File: config.mk
export PLATFORM = sky130hd
export DESIGN_NAME = bp_btb_2bc
export DESIGN_NICKNAME = d
export VERILOG_FILES = /design/src/rtl/bp_btb_2bc.sv
export SDC_FILE = /design/constraint.sdc
export NUM_CORES = 1
export LEC_CHECK = 0
export CAP_MARGIN = 0
export CORE_MARGIN = 5
export CORE_UTILIZATION = 56
export DETAILED_ROUTE_END_ITERATION = 6
export PLACE_DENSITY = 0.88
export SYNTH_ARGS = -nofsm -noshare
export SYNTH_HDL_FRONTEND = slang
export SYNTH_SLANG_ARGS = --single-unit
File: constraint.sdc
create_clock -name clk -period 5.3 [get_ports clk]
set_input_delay 1.325 -clock clk [delete_from_list [all_inputs] [get_ports clk]]
set_output_delay 1.325 -clock clk [all_outputs]
set_load 0.1 [all_outputs]
File: src/rtl/bp_btb_2bc.sv
// Direct-mapped branch target buffer with 2-bit saturating direction counters.
// Optional statistics counters are built when BTB_STATS_EN is defined.
module bp_btb_2bc #(
    parameter int PC_WIDTH = 16,
    parameter int ENTRIES  = 16
) (
    input  logic                clk,
    input  logic                reset,
    input  logic [PC_WIDTH-1:0] fetch_pc,
    output logic                pred_taken,
    output logic [PC_WIDTH-1:0] pred_target,
    input  logic                upd_valid,
    input  logic [PC_WIDTH-1:0] upd_pc,
    input  logic                upd_taken,
    input  logic [PC_WIDTH-1:0] upd_target,
    input  logic                upd_pred_taken,
    input  logic [PC_WIDTH-1:0] upd_pred_target,
    output logic                mispredict,
    output logic [PC_WIDTH-1:0] redirect_pc
`ifdef BTB_STATS_EN
    ,
    output logic [15:0]         stat_lookups,
    output logic [15:0]         stat_hits,
    output logic [15:0]         stat_mispredicts
`endif
);

    localparam int IDX_W = $clog2(ENTRIES);
    localparam int TAG_W = PC_WIDTH - IDX_W;

    logic                r_valid  [ENTRIES];
    logic [TAG_W-1:0]    r_tag    [ENTRIES];
    logic [PC_WIDTH-1:0] r_target [ENTRIES];
    logic [1:0]          r_ctr    [ENTRIES];

    logic                r_mispredict;
    logic [PC_WIDTH-1:0] r_redirect_pc;

    logic [IDX_W-1:0]    w_f_idx;
    logic [TAG_W-1:0]    w_f_tag;
    logic                w_f_hit;
    logic [IDX_W-1:0]    w_u_idx;
    logic [TAG_W-1:0]    w_u_tag;
    logic                w_u_hit;
    logic                w_mispredict;

    assign w_f_idx = fetch_pc[IDX_W-1:0];
    assign w_f_tag = fetch_pc[PC_WIDTH-1:IDX_W];
    assign w_f_hit = r_valid[w_f_idx] && (r_tag[w_f_idx] == w_f_tag);

    // Lookup sees array contents before any same-cycle update; no bypass.
    assign pred_taken  = w_f_hit & r_ctr[w_f_idx][1];
    assign pred_target = pred_taken ? r_target[w_f_idx] : fetch_pc + PC_WIDTH'(1);

    assign w_u_idx = upd_pc[IDX_W-1:0];
    assign w_u_tag = upd_pc[PC_WIDTH-1:IDX_W];
    assign w_u_hit = r_valid[w_u_idx] && (r_tag[w_u_idx] == w_u_tag);

    assign w_mispredict = upd_valid &
                          ((upd_pred_taken != upd_taken) |
                           (upd_taken & (upd_pred_target != upd_target)));

    always_ff @(posedge clk or negedge reset) begin
        if (!reset) begin
            for (int i = 0; i < ENTRIES; i++) begin
                r_valid[i]  <= 1'b0;
                r_tag[i]    <= '0;
                r_target[i] <= '0;
                r_ctr[i]    <= 2'b01;
            end
        end else if (upd_valid) begin
            if (w_u_hit) begin
                if (upd_taken) begin
                    r_target[w_u_idx] <= upd_target;
                    if (r_ctr[w_u_idx] != 2'b11) begin
                        r_ctr[w_u_idx] <= r_ctr[w_u_idx] + 2'd1;
                    end
                end else if (r_ctr[w_u_idx] != 2'b00) begin
                    r_ctr[w_u_idx] <= r_ctr[w_u_idx] - 2'd1;
                end
            end else if (upd_taken) begin
                // Direct-mapped: a taken miss always evicts whatever sits at the index.
                r_valid[w_u_idx]  <= 1'b1;
                r_tag[w_u_idx]    <= w_u_tag;
                r_target[w_u_idx] <= upd_target;
                r_ctr[w_u_idx]    <= 2'b10;
            end
        end
    end

    always_ff @(posedge clk or negedge reset) begin
        if (!reset) begin
            r_mispredict  <= 1'b0;
            r_redirect_pc <= '0;
        end else begin
            r_mispredict <= w_mispredict;
            if (w_mispredict) begin
                r_redirect_pc <= upd_taken ? upd_target : upd_pc + PC_WIDTH'(1);
            end
        end
    end

    assign mispredict  = r_mispredict;
    assign redirect_pc = r_redirect_pc;

`ifdef BTB_STATS_EN
    logic [15:0] r_stat_lookups;
    logic [15:0] r_stat_hits;
    logic [15:0] r_stat_mispredicts;

    always_ff @(posedge clk or negedge reset) begin
        if (!reset) begin
            r_stat_lookups     <= '0;
            r_stat_hits        <= '0;
            r_stat_mispredicts <= '0;
        end else begin
            if (r_stat_lookups != 16'hFFFF) begin
                r_stat_lookups <= r_stat_lookups + 16'd1;
            end
            if (w_f_hit && (r_stat_hits != 16'hFFFF)) begin
                r_stat_hits <= r_stat_hits + 16'd1;
            end
            if (w_mispredict && (r_stat_mispredicts != 16'hFFFF)) begin
                r_stat_mispredicts <= r_stat_mispredicts + 16'd1;
            end
        end
    end

    assign stat_lookups     = r_stat_lookups;
    assign stat_hits        = r_stat_hits;
    assign stat_mispredicts = r_stat_mispredicts;
`endif

endmodule
# Word level (Yosys, flattened, before mapping)
# Cells that the tools add are included.
dict set report totals {
  regBits 513
  output_inout_bits 34
  elab_cells 139
}
dict set report classes {
  add_sub_neg 4
  n_lt_le_gt_ge 3
  eq_ne 6
  muxes 40
  n_bitwise 11
  reduce_logical 9
}
# operator count
set ops {}
lappend ops {{256-bit bitwise mux} 1}
lappend ops {{192-bit bitwise mux} 1}
lappend ops {{32-bit 2-to-1 mux} 5}
lappend ops {{12-bit binary-select mux with 4-bit select} 2}
lappend ops {{16-bit 2-to-1 mux} 5}
lappend ops {{16-bit binary-select mux with 4-bit select} 1}
lappend ops {{32-bit bitwise mux} 2}
lappend ops {{16-bit demux with 4-bit select} 1}
lappend ops {{12-bit 2-to-1 mux} 5}
lappend ops {{12-bit demux with 4-bit select} 1}
lappend ops {{16-bit by 1-bit adder with 16-bit output (second input constant)} 2}
lappend ops {{16-bit OR} 2}
lappend ops {{12-bit equality test} 2}
lappend ops {{16-bit AND} 1}
lappend ops {{2-bit binary-select mux with 4-bit select} 2}
lappend ops {{16-bit != test} 1}
lappend ops {{16-bit NOT} 1}
lappend ops {{5-bit >= comparator (second input constant)} 2}
lappend ops {{2-bit 2-to-1 mux} 5}
lappend ops {{4-bit NOT with 5-bit output} 2}
lappend ops {{1-bit binary-select mux with 4-bit select} 2}
lappend ops {{2-bit demux with 4-bit select} 1}
lappend ops {{2-bit nonzero test} 3}
lappend ops {{5-bit by 1-bit less-than comparator with 1-bit output (second input constant)} 1}
lappend ops {{14 further kinds} 22}

# Depth between registers and ports, before layout
# Gate-level depths: netlist of the first run.
dict set report logic_depth {
  ltp_word 9
  mapped_depth 13
  depth_no_buf 8
}

# Least setup slack after synthesis of the first run
# No wires, ideal clock.
dict set report synth_path {
  path_kind {input to output}
  from {in fetch_pc[0]}
  to {out pred_target[0]}
  t_arrival_ns 5.187
  required_ns 3.975
  slack_ns -1.212
  cell_stages 9
  n_path_buf 3
  cell_sequence {clkbuf_1 > buf_2 > mux4_2 > mux4_2 > xor2_1 > nor4_1 > nand3_1 > buf_2 > mux2i_1}
}
dict set report synth_via {
  elab_chain_cells 8
  word_cells_on_any_way 18
  cone_classes {1 x add/sub; 1 x eq/ne; 13 x mux; 2 x bitwise; 1 x reduce/logical}
}
# element line_no
set synth_lines {}
lappend synth_lines {{start, declared} 9} ;# input logic [PC_WIDTH-1:0] fetch_pc,
lappend synth_lines {{4-bit NOT with 5-bit output (implied by the code)} {49, 52, 53}}
lappend synth_lines {{12-bit binary-select mux with 4-bit select} 49} ;# assign w_f_hit = r_valid[w_f_idx] && (r_tag[w_f_idx] == w_f_tag);
lappend synth_lines {{12-bit 2-to-1 mux (implied by the code) (2 in a row)} 49}
lappend synth_lines {{12-bit equality test} 49}
lappend synth_lines {{1-bit logical AND} 49}
lappend synth_lines {{1-bit AND} 52} ;# assign pred_taken = w_f_hit & r_ctr[w_f_idx][1];
lappend synth_lines {{16-bit 2-to-1 mux *} 53} ;# assign pred_target = pred_taken ? r_target[w_f_idx] : fetch_pc + PC_WIDTH'(1);
lappend synth_lines {{end, declared} 11} ;# output logic [PC_WIDTH-1:0] pred_target,
# Mark *: on every way between the ends. The rest lies on a longest branch, timed or not. The select of a mux whose other input is x is not followed.

# Worst setup path after layout of the first run
dict set report layout_path {
  from {in fetch_pc[0]}
  to {out pred_target[9]}
}
# The elaborated chain is that of the path after synthesis.

==> results_dict.tcl, run 1 <==
set metrics [dict create \
    synthMuxAreaShare_pct 38.9 \
    violations "setup timing" \
    grt_max_degree 117 \
    start_kind "input pin" \
    worstReg2RegStart "r_valid[4]$_DFFE_PN0P_" \
    cp.arrival_ns 4.23 \
    drt_iter0_drc 2109 \
    power_density_nw_per_um2 367 \
    critPathLaunch "fetch_pc[0]" \
    leakagePower_nw 13.3 \
    crit_fanout 9 \
    ys_seq_area_share_pct 48.7 \
    synthFlopType "dfrtp_1" \
    syn_avg_cell_area_um2 14.6 \
    status "finished, violations left" \
    r2r_cells 8 \
    critPathMaxStageDelay_ns 0.52 \
    grt_util_all_layers_pct 29.8 \
    via_count 17400 \
    synth_edf_count 0 \
    root_buffer "clkbuf_16" \
    path_class "in2out" \
    antenna_found_initial 4 \
    reg2reg_to "r_tag[156]$_DFFE_PN0P_" \
    clock_path_buffers 3 \
    ir_drop_mv 0.339 \
    grt_pass1_vias 18600 \
    worst_slew_margin_rel_pct 16.1 \
    synth-compound-area-share_pct 2.58 \
    final_core_util_pct 66.1 \
    synthAdderAreaFrac_pct 0.332 \
    synthXorXnorAreaFrac_pct 2.39 \
    slowest_stage "mux4_2" \
    gp_congestion 0.959 \
    synth.net_count 1880 \
    dp_slack_ns -0.276 \
    yosys.area_share.simple_pct 4.03 \
    totalWireLength_mm 75.6 \
    internal_power_mw 8.10 \
    path_clk_slew_ns 0.06 \
    netlist_instances 1804 \
    die_area_um2 51600 \
    rsz0062_at_grt "true" \
    synth_warnings 0 \
    fmax_ghz 0.180 \
    switchingPower_mw 3.20 \
    grt_pass1_wl_mm 116 \
    overflow 0 \
    min_period_ns 5.56 \
    setup_viol 17 \
    ant_nets 0 \
    synth_area_leaders "dfrtp_1 (47%), mux2_2 (20%), mux4_2 (17%)" \
    p_seq_share_pct 45.7 \
    fin_crit_sh_pct 105 \
    cts_tree "yes" \
    port_buffers 102 \
    fin_skew_ns 0.0352 \
    worst_pin_slew_ns 1.26 \
    numCtsBuffers 50 \
    min_path_type "reg2reg" \
    io_pins 103 \
    worstPathRequired_ns 3.97 \
    first_pass_iters 5 \
    yosysTopAreaCell "dfrtp_1" \
    synth_top_family_by_area "multiplexers" \
    sw_frac_of_total_pct 28.3 \
    maxCapViolations 0 \
    hpwl_mm 48.0 \
    htree_levels 2 \
    via_per_inst 6.76 \
    initial_utilization_pct 56.7 \
    layout-drive-gt1-share_pct 49.3 \
    synth.distinct_cells 60 \
    core_area_um2 46600 \
    dieHeight_um 227 \
    die_x_um 227 \
    wl_per_cell_um 29.4 \
    cts.sinks 513 \
    ys_ff_latch 513 \
    hold_violations 0 \
    synth_area_um2 26400 \
    hold_buffers 0 \
    power_frac_comb_pct 21.3 \
    clkPwrFrac_pct 33.0 \
    crit_path_end_kind "primary output" \
    rows 79 \
    regToRegSetupSlack_ns 1.66 \
    final_max_slew_viol_count 0 \
    setup_slack_ns -0.255 \
    crit_chain "clkbuf_16, buf_12, mux4_2, mux4_2, xor2_1, nor4_2, nand3_2, buf_6, buf_12, mux2_4, buf_12" \
    drc 0 \
    insertion_delay_ns 0.63 \
    async_reset_ff_share_pct 100 \
    endpoint "pred_target[9]" \
    cpMostUsedCell "buf_12" \
    synth.top_cell.area_share_pct 47.1 \
    areaGrowthSynthToFinish_pct 16.6 \
    finalNetCount 1999 \
]
-- stage by stage --
stage	hold WS [ns]	instance area, µm²	power, mW	std cells	TNS, ns
after CTS	0.492	30700	11.3	2571	-1.46
after global routing	0.512	30800	11.7	2574	-4.50
final	0.490	30800	11.3	2575	-3.68
after global placement	0.471	28800	7.34	2470	-3.88
after floorplan	0.450	26500	6.74	1804	-0.648
after detailed placement	0.476	28800	7.50	2470	-4.22
-- kinds of logic after synthesis --
logic type                 count (synthesis)
muxes                                    716
DFF                                      513
and+or+nand+nor                          215
buffers and inverters                    181
AOI/OAI and AO/OA                        100
xor gates and xnor gates                  72
adders and majority gates                  7
-- worst min path at each step --
stage          cells after the start  slack (ns)                    endpoint                        from
2_1_floorplan                      1        0.45     r_valid[15]$_DFFE_PN0P_     r_valid[15]$_DFFE_PN0P_
3_3_place_gp                       2        0.47  redirect_pc[8]$_DFFE_PN0P_  redirect_pc[8]$_DFFE_PN0P_
3_5_place_dp                       1        0.48     r_valid[10]$_DFFE_PN0P_     r_valid[10]$_DFFE_PN0P_
4_1_cts                            1        0.49     r_valid[10]$_DFFE_PN0P_     r_valid[10]$_DFFE_PN0P_
5_1_grt                            1        0.51   r_target[192]$_DFFE_PN0P_   r_target[192]$_DFFE_PN0P_
6_report                           2        0.49  redirect_pc[7]$_DFFE_PN0P_  redirect_pc[7]$_DFFE_PN0P_
-- sequential cells by signal, summed over array words and instances, names as in the netlist --
register	count
r_target	256
r_tag	192
r_ctr	32
r_valid	16
redirect_pc	16
mispredict	1
-- power groups by stage --
| stage | registers [mW] | clock network [mW] | logic (mW) |
|---|---|---|---|
| final | 5.16 | 3.73 | 2.40 |
| after floorplan | 5.11 | 0 | 1.63 |
| after detailed placement | 5.18 | 0 | 2.33 |
| after global placement | 5.10 | 0 | 2.23 |
| after global routing | 5.22 | 3.93 | 2.56 |
| after CTS | 5.13 | 3.76 | 2.38 |
-- cells in the mapped netlist (6+ instances only) --
cell      count
nor4_1        6
nor2_1       50
buf_4         7
xnor2_1      33
mux2_2      480
dfstp_2      16
and3_1        8
a21oi_1      17
nand3_1      25
or2_2         9
o32ai_1       7
buf_2        41
o21ai_0      26
nand4_1      11
nand2b_1     12
nor2b_1       6
nand2_1      64
xor2_1       39
ha_1          7
dfrtp_1     497
o32a_1        7
a31oi_1      10
clkbuf_1     96
mux2_1        9
buf_1        14
inv_1        16
mux4_2      199
mux2i_1      28
-- placed cells by master, fill, tap and decap left out, types with 9 or more instances in the layout --
| master | instances |
|---|---|
| dfrtp_1 | 497 |
| mux2_2 | 478 |
| mux4_2 | 199 |
| buf_4 | 102 |
| clkdlybuf4s50_1 | 76 |
| nand2_1 | 64 |
| clkbuf_16 | 52 |
| nor2_1 | 43 |
| buf_12 | 41 |
| xor2_1 | 37 |
| xnor2_1 | 33 |
| mux2i_1 | 27 |
| o21ai_0 | 26 |
| nand3_1 | 24 |
| a21oi_1 | 17 |
| inv_1 | 16 |
| dfstp_2 | 16 |
| clkinv_2 | 13 |
| nand2b_1 | 12 |
| nand4_1 | 11 |
| nor2_2 | 10 |
| a31oi_1 | 10 |
| or2_2 | 9 |
| mux2_1 | 9 |
-- cell type report --
cell class	count	area [µm²]
fill	2981	15800
sequential	513	12900
multi-input combinational	1110	12800
timing repair buffer	231	2520
clock buffer	66	1390
tap	607	759
clock inverter	28	324
inverter	17	63.8
antenna	3	7.51
-- routing by layer --
metal / vias up / track usage [%] / wire length (µm)
met1: 9088 / 39.5 / 27900
met5: - / 0 / 13
met2: 1040 / 46.3 / 35800
met4: 2 / 14.6 / 4380
met3: 265 / 7.87 / 7460
li1: 7017 / - / -
-- worst max-delay path: cells and delay by family --
kind / cells / cell delay [ns]
xor gates and xnor gates: 1 / 0.19
buffers and inverters: 5 / 0.79
muxes: 3 / 1.34
and+or+nand+nor: 2 / 0.55
-- timing repair --
| action | in CTS | in global routing |
|---|---|---|
| setup buffers | 4 | 1 |
| resized for setup | 10 | 9 |
| cloned | 3 | 0 |
| pin swaps | 3 | 2 |
| setup endpoints to repair | 17 | 17 |
Note: power is estimated with default switching activity, not from simulation.
==> run 2, diff against run 1 <==
==> constraint.sdc (replaced) <==
create_clock -name clk -period 5.3 [get_ports clk]
set_input_delay 1.59 -clock clk [delete_from_list [all_inputs] [get_ports clk]]
set_output_delay 1.59 -clock clk [all_outputs]
set_load 0.1 [all_outputs]
==> run 2 against run 1 <==
Against the previous run:
- the run still ends with setup timing left
- global-route usage shrank 0.37 points
- final area up 0.61%
- setup slack got worse by 0.37 ns
- clock-buffer cell count rose by 12
- clock skew fell by 0.011 ns
- critical path depth stayed put
- non-clock buffer count is 9 higher
- largest cell class unchanged
==> results_dict.tcl, run 2 (synthesized netlist as in run 1, its figures left out) <==
set metrics [dict create \
    worstPathRequired_ns 3.71 \
    worst_pin_slew_ns 1.19 \
    first_pass_iters 5 \
    fin_crit_sh_pct 112 \
    start_kind "input pin" \
    leakagePower_nw 13.4 \
    final_core_util_pct 66.5 \
    most-common-layout-cells "dfrtp_1 (497), mux2_2 (478), mux4_2 (199)" \
    ant_nets 0 \
    antenna_found_initial 0 \
    drt_iter0_drc 1745 \
    grt_max_degree 116 \
    path_clk_slew_ns 0.06 \
    areaGrowthSynthToFinish_pct 17.3 \
    cts.sinks 513 \
    layout_commonest_cell "dfrtp_1" \
    via_count 17400 \
    via_per_inst 6.74 \
    numCtsBuffers 53 \
    setup_slack_ns -0.621 \
    initial_utilization_pct 56.7 \
    dieHeight_um 227 \
    maxCapViolations 0 \
    min_period_ns 5.92 \
    violations "setup timing" \
    layout-drive-gt1-share_pct 49.6 \
    setup_viol 17 \
    whs_ns 0.492 \
    power_density_nw_per_um2 370 \
    grt_pass1_wl_mm 115 \
    totalWireLength_mm 74.9 \
    port_buffers 102 \
    clock_path_buffers 3 \
    rows 79 \
    cts_tree "yes" \
    path_class "in2out" \
    finalNetCount 2011 \
    status "finished, violations left" \
    largest_reg_flops 256 \
    finalPower_mw 11.4 \
    cp.arrival_ns 4.33 \
    insertion_delay_ns 0.62 \
    worst_slew_margin_rel_pct 20.9 \
    hold_violations 0 \
    rsz0062_at_grt "true" \
    wl_per_cell_um 29.0 \
    gp_congestion 0.937 \
    crit_path_end_kind "primary output" \
    drc 0 \
    io_pins 103 \
    overflow 0 \
    die_area_um2 51600 \
    ir_drop_mv 0.339 \
    die_x_um 227 \
    root_buffer "clkbuf_16" \
    min_path_type "reg2reg" \
    diodes 0 \
    regMostFlops "r_target" \
    grt_pass1_vias 18500 \
    final_max_slew_viol_count 0 \
    hpwl_mm 48.6 \
    fin_skew_ns 0.0239 \
    grt_util_all_layers_pct 29.4 \
    dp_slack_ns -0.725 \
    core_area_um2 46600 \
    fmax_ghz 0.169 \
    hold_buffers 0 \
    crit_fanout 9 \
    htree_levels 2 \
    top_regs "r_target x256, r_tag x192, r_ctr x32" \
]
-- run 2: cell types whose count changed in the layout (fill, tap and decap cells not counted), sizes merged --
| cell | previous run | this run |
|---|---|---|
| bufinv | 5 | 4 |
| clkinvlp | 7 | 3 |
| buf | 153 | 162 |
| diode | 3 | 0 |
| clkbuf | 68 | 80 |
| clkinv | 14 | 11 |
| inv | 19 | 18 |
-- run 2: layer usage --
metal  share of wire (%)  vias up  GRT usage [%]
li1                    -     7025              -
met1                  38     9136           39.7
met2                  47     1018           45.7
met3                  11      236           8.18
met4                 4.8        0           12.2
met5                   0        -              0
-- run 2: where the power goes --
part | total [mW] | internal (mW) | switching (mW)
clock network | 3.89 | 2.28 | 1.61
registers | 5.15 | 4.65 | 0.503
logic | 2.41 | 1.34 | 1.07
total | 11.4 | 8.27 | 3.18
-- run 2: worst max-delay path, stage by stage --
cell and delay [ns]:
clkbuf_16 0.18, buf_12 0.13, buf_12 0.11, mux4_2 0.49
mux4_2 0.54, xor2_1 0.19, nor4_2 0.22, nand3_2 0.16
buf_6 0.20, mux2_4 0.33, buf_12 0.17
-- run 2: path summary, 6_finish.rpt --
check | slack (ns) | startpoint | to | cells after the start
min in group asynchronous | 1.05 | reset | r_target[190]$_DFFE_PN0P_ | 1
max reg2reg | 1.69 | r_valid[12]$_DFFE_PN0P_ | r_tag[156]$_DFFE_PN0P_ | 8
min | 0.49 | redirect_pc[7]$_DFFE_PN0P_ | redirect_pc[7]$_DFFE_PN0P_ | 2
min reg2reg | 0.49 | redirect_pc[7]$_DFFE_PN0P_ | redirect_pc[7]$_DFFE_PN0P_ | 2
max in group asynchronous | 3.13 | reset | r_ctr[20]$_DFFE_PN1P_ | 2
max | -0.62 | fetch_pc[0] | pred_target[2] | 11
-- run 2: per-stage QoR --
stage	setup TNS [ns]	instance area, µm²	cells
6_report	-9.81	31000	2584
5_1_grt	-11.08	31000	2584
4_1_cts	-10.94	31000	2586
3_5_place_dp	-11.81	29000	2482
3_3_place_gp	-11.03	29000	2482
2_1_floorplan	-8.97	26500	1804
-- run 2: layout make-up --
type	count	area, µm²
clock buffers	78	1590
fillers	2972	15600
repair buffers	240	2620
flip-flops and latches	513	12900
inverters	17	63.8
clock inverters	19	233
multi-input cells	1110	12800
well taps	607	759
-- run 2: what timing repair did --
action / 4_1_cts / 5_1_grt
gates cloned: 3 / 0
buffers inserted: 4 / 0
setup endpoints to repair: 17 / 17
pin swaps: 1 / 2
resized for setup: 9 / 8
==> run 3, diff against run 2 <==
--- a/config.mk
+++ b/config.mk
@@ -7,9 +7,11 @@
 export LEC_CHECK = 0
 export CAP_MARGIN = 0
 export CORE_MARGIN = 5
-export CORE_UTILIZATION = 56
+export CORE_UTILIZATION = 58
 export DETAILED_ROUTE_END_ITERATION = 6
-export PLACE_DENSITY = 0.88
+export DONT_BUFFER_PORTS = 1
+export PLACE_DENSITY = 0.87
+export SKIP_CTS_REPAIR_TIMING = 1
 export SYNTH_ARGS = -nofsm -noshare
 export SYNTH_HDL_FRONTEND = slang
 export SYNTH_SLANG_ARGS = --single-unit
==> run 3 against run 2 <==
Against the previous run:
- the run ends with slew limit, setup timing left
- first-iteration DRC count grew 16%
- worst hold slack improved by 0.0047 ns
- final cell count is 7.4% lower
- non-clock buffer count is 182 lower
- clock power is 4% lower
- setup slack better by 0.13 ns
- sequential share of layout area increased by 3.0 points
- die area fell by 3.3%
- register-to-register slack got worse by 0.04 ns
- critical endpoint is now pred_target[12]
- critical path depth decreased by 1
- largest power group unchanged
- wire length decreased by 6.1%
==> results_dict.tcl, run 3 (synthesized netlist as in run 1, its figures left out) <==
set metrics [dict create \
    cts_tree "yes" \
    crit_path_end_kind "primary output" \
    via_count 16400 \
    core_area_um2 45200 \
    crit_chain "mux4_2, mux2i_1, xor2_1, a32oi_1, nor4_1, buf_4, nand3_4, clkbuf_16, mux2_2, buf_12" \
    layout_commonest_cell "dfrtp_1" \
    hold_start "r_valid[7]$_DFFE_PN0P_" \
    root_buffer "clkbuf_16" \
    clock_path_buffers 3 \
    numCtsBuffers 51 \
    gp_congestion 0.859 \
    use_met2_pct 44.3 \
    hold_violations 0 \
    start_kind "input pin" \
    grt_pass1_vias 17200 \
    initial_utilization_pct 58.4 \
    rows 78 \
    finalNetCount 1827 \
    insertion_delay_ns 0.62 \
    htree_levels 2 \
    wl_per_cell_um 29.4 \
    min_period_ns 5.79 \
    tns_ns -7.97 \
    grt_use_met1_pct 37.3 \
    placed_cells 2296 \
    setup_slack_ns -0.494 \
    worstReg2RegStart "r_tag[3]$_DFFE_PN0P_" \
    drc 0 \
    antenna_found_initial 2 \
    ant_nets 0 \
    totalWireLength_mm 70.3 \
    crit_fanout 123 \
    io_pins 103 \
    layout-drive-gt1-share_pct 48.5 \
    die_area_um2 49900 \
    worstPathRequired_ns 3.71 \
    dp_slack_ns -0.426 \
    worst_slew_margin_rel_pct -49.2 \
    hpwl_mm 42.3 \
    overflow 0 \
    first_pass_iters 5 \
    dieHeight_um 223 \
    port_buffers 0 \
    crit_buf_inv 3 \
    critPathTopFamily "multiplexers" \
    die_x_um 223 \
    grt_max_degree 514 \
    top_regs "r_target x256, r_tag x192, r_ctr x32" \
    leakagePower_nw 12.4 \
    worst_hold_path.endpoint "r_valid[7]$_DFFE_PN0P_" \
    drt_iter0_drc 2025 \
    largest_reg_flops 256 \
    ir_drop_mv 0.257 \
    hold_path_depth 1 \
    power_density_nw_per_um2 374 \
    use_met3_pct 7.21 \
    placed_cell_area_um2 27100 \
    fmax_ghz 0.173 \
    final_max_slew_viol_count 325 \
    finalNonFillerCells 2392 \
    cts.sinks 513 \
    reg2reg_to "r_tag[35]$_DFFE_PN0P_" \
    fill_cells 3035 \
    critPathMaxStageDelay_ns 0.53 \
    grt_pass1_wl_mm 107 \
    path_clk_slew_ns 0.06 \
    regMostFlops "r_target" \
    violations "slew limit, setup timing" \
    r2r_cells 10 \
    areaGrowthSynthToFinish_pct 9.44 \
    fin_skew_ns 0.0231 \
    slowest_stage "mux4_2" \
    rsz0062_at_grt "true" \
    setup_viol 17 \
    worst_pin_slew_ns 2.24 \
    via_per_inst 6.87 \
    cp.arrival_ns 4.20 \
    most-common-layout-cells "dfrtp_1 (497), mux2_2 (480), mux4_2 (199)" \
    grt_busiest_layer "met2" \
    maxCapViolations 0 \
    fin_crit_sh_pct 109 \
    status "finished, violations left" \
    diodes 0 \
    design_area_um2 28900 \
    grt_util_all_layers_pct 28.0 \
    regToRegSetupSlack_ns 1.65 \
    min_path_type "reg2reg" \
    path_class "in2out" \
]
-- run 3: area by class of cell --
cell class	instances	area, µm²	area share (%)
clock buffer	69	1430	4.97
clock inverter	25	298	1.03
inverter	17	66.3	0.230
multi-input combinational	1110	12800	44.3
sequential	513	12900	44.5
tap	600	751	2.60
timing repair buffer	58	678	2.35
-- run 3: where the power goes --
group          switching [mW]  total [mW]  internal (mW)
combinational           0.610        1.81           1.20
clock                    1.59        3.74           2.16
sequential              0.609        5.26           4.65
total                    2.81        10.8           8.00
-- run 3: through the flow --
stage	util (%)	power [mW]	hold WS [ns]
6_report	63.9	10.8	0.497
5_1_grt	63.9	11.2	0.514
4_1_cts	63.7	10.8	0.497
3_5_place_dp	59.9	7.08	0.482
3_3_place_gp	59.9	6.92	0.476
2_1_floorplan	-	6.74	0.450
-- run 3: worst reg2reg max path: stages (launching register included) --
cell and delay, ns:
dfrtp_1 0.40, mux4_2 0.48, mux2i_1 0.24, xor2_1 0.24
nand4_1 0.24, nor4_2 0.48, o21ai_2 0.35, buf_4 0.29
nand2_1 0.08, buf_4 0.34, mux2_2 0.40
-- run 3: how the worst max path moves through the flow --
stage	start	to	slack, ns	depth (start not counted)
2_1_floorplan	fetch_pc[0]	pred_target[0]	-0.66	9
5_1_grt	fetch_pc[0]	pred_target[8]	-0.46	9
3_5_place_dp	fetch_pc[0]	pred_target[15]	-0.43	9
6_report	fetch_pc[0]	pred_target[12]	-0.49	10
4_1_cts	fetch_pc[0]	pred_target[3]	-0.51	9
3_3_place_gp	fetch_pc[0]	pred_target[2]	-0.46	9
-- run 3: layer usage --
metal	routed length, µm	part of all wire, %	vias to the layer above
li1	-	-	6674
met1	26400	38	8673
met2	33800	48	865
met3	6680	9.5	221
met4	3440	4.9	4
met5	22	0.031	-
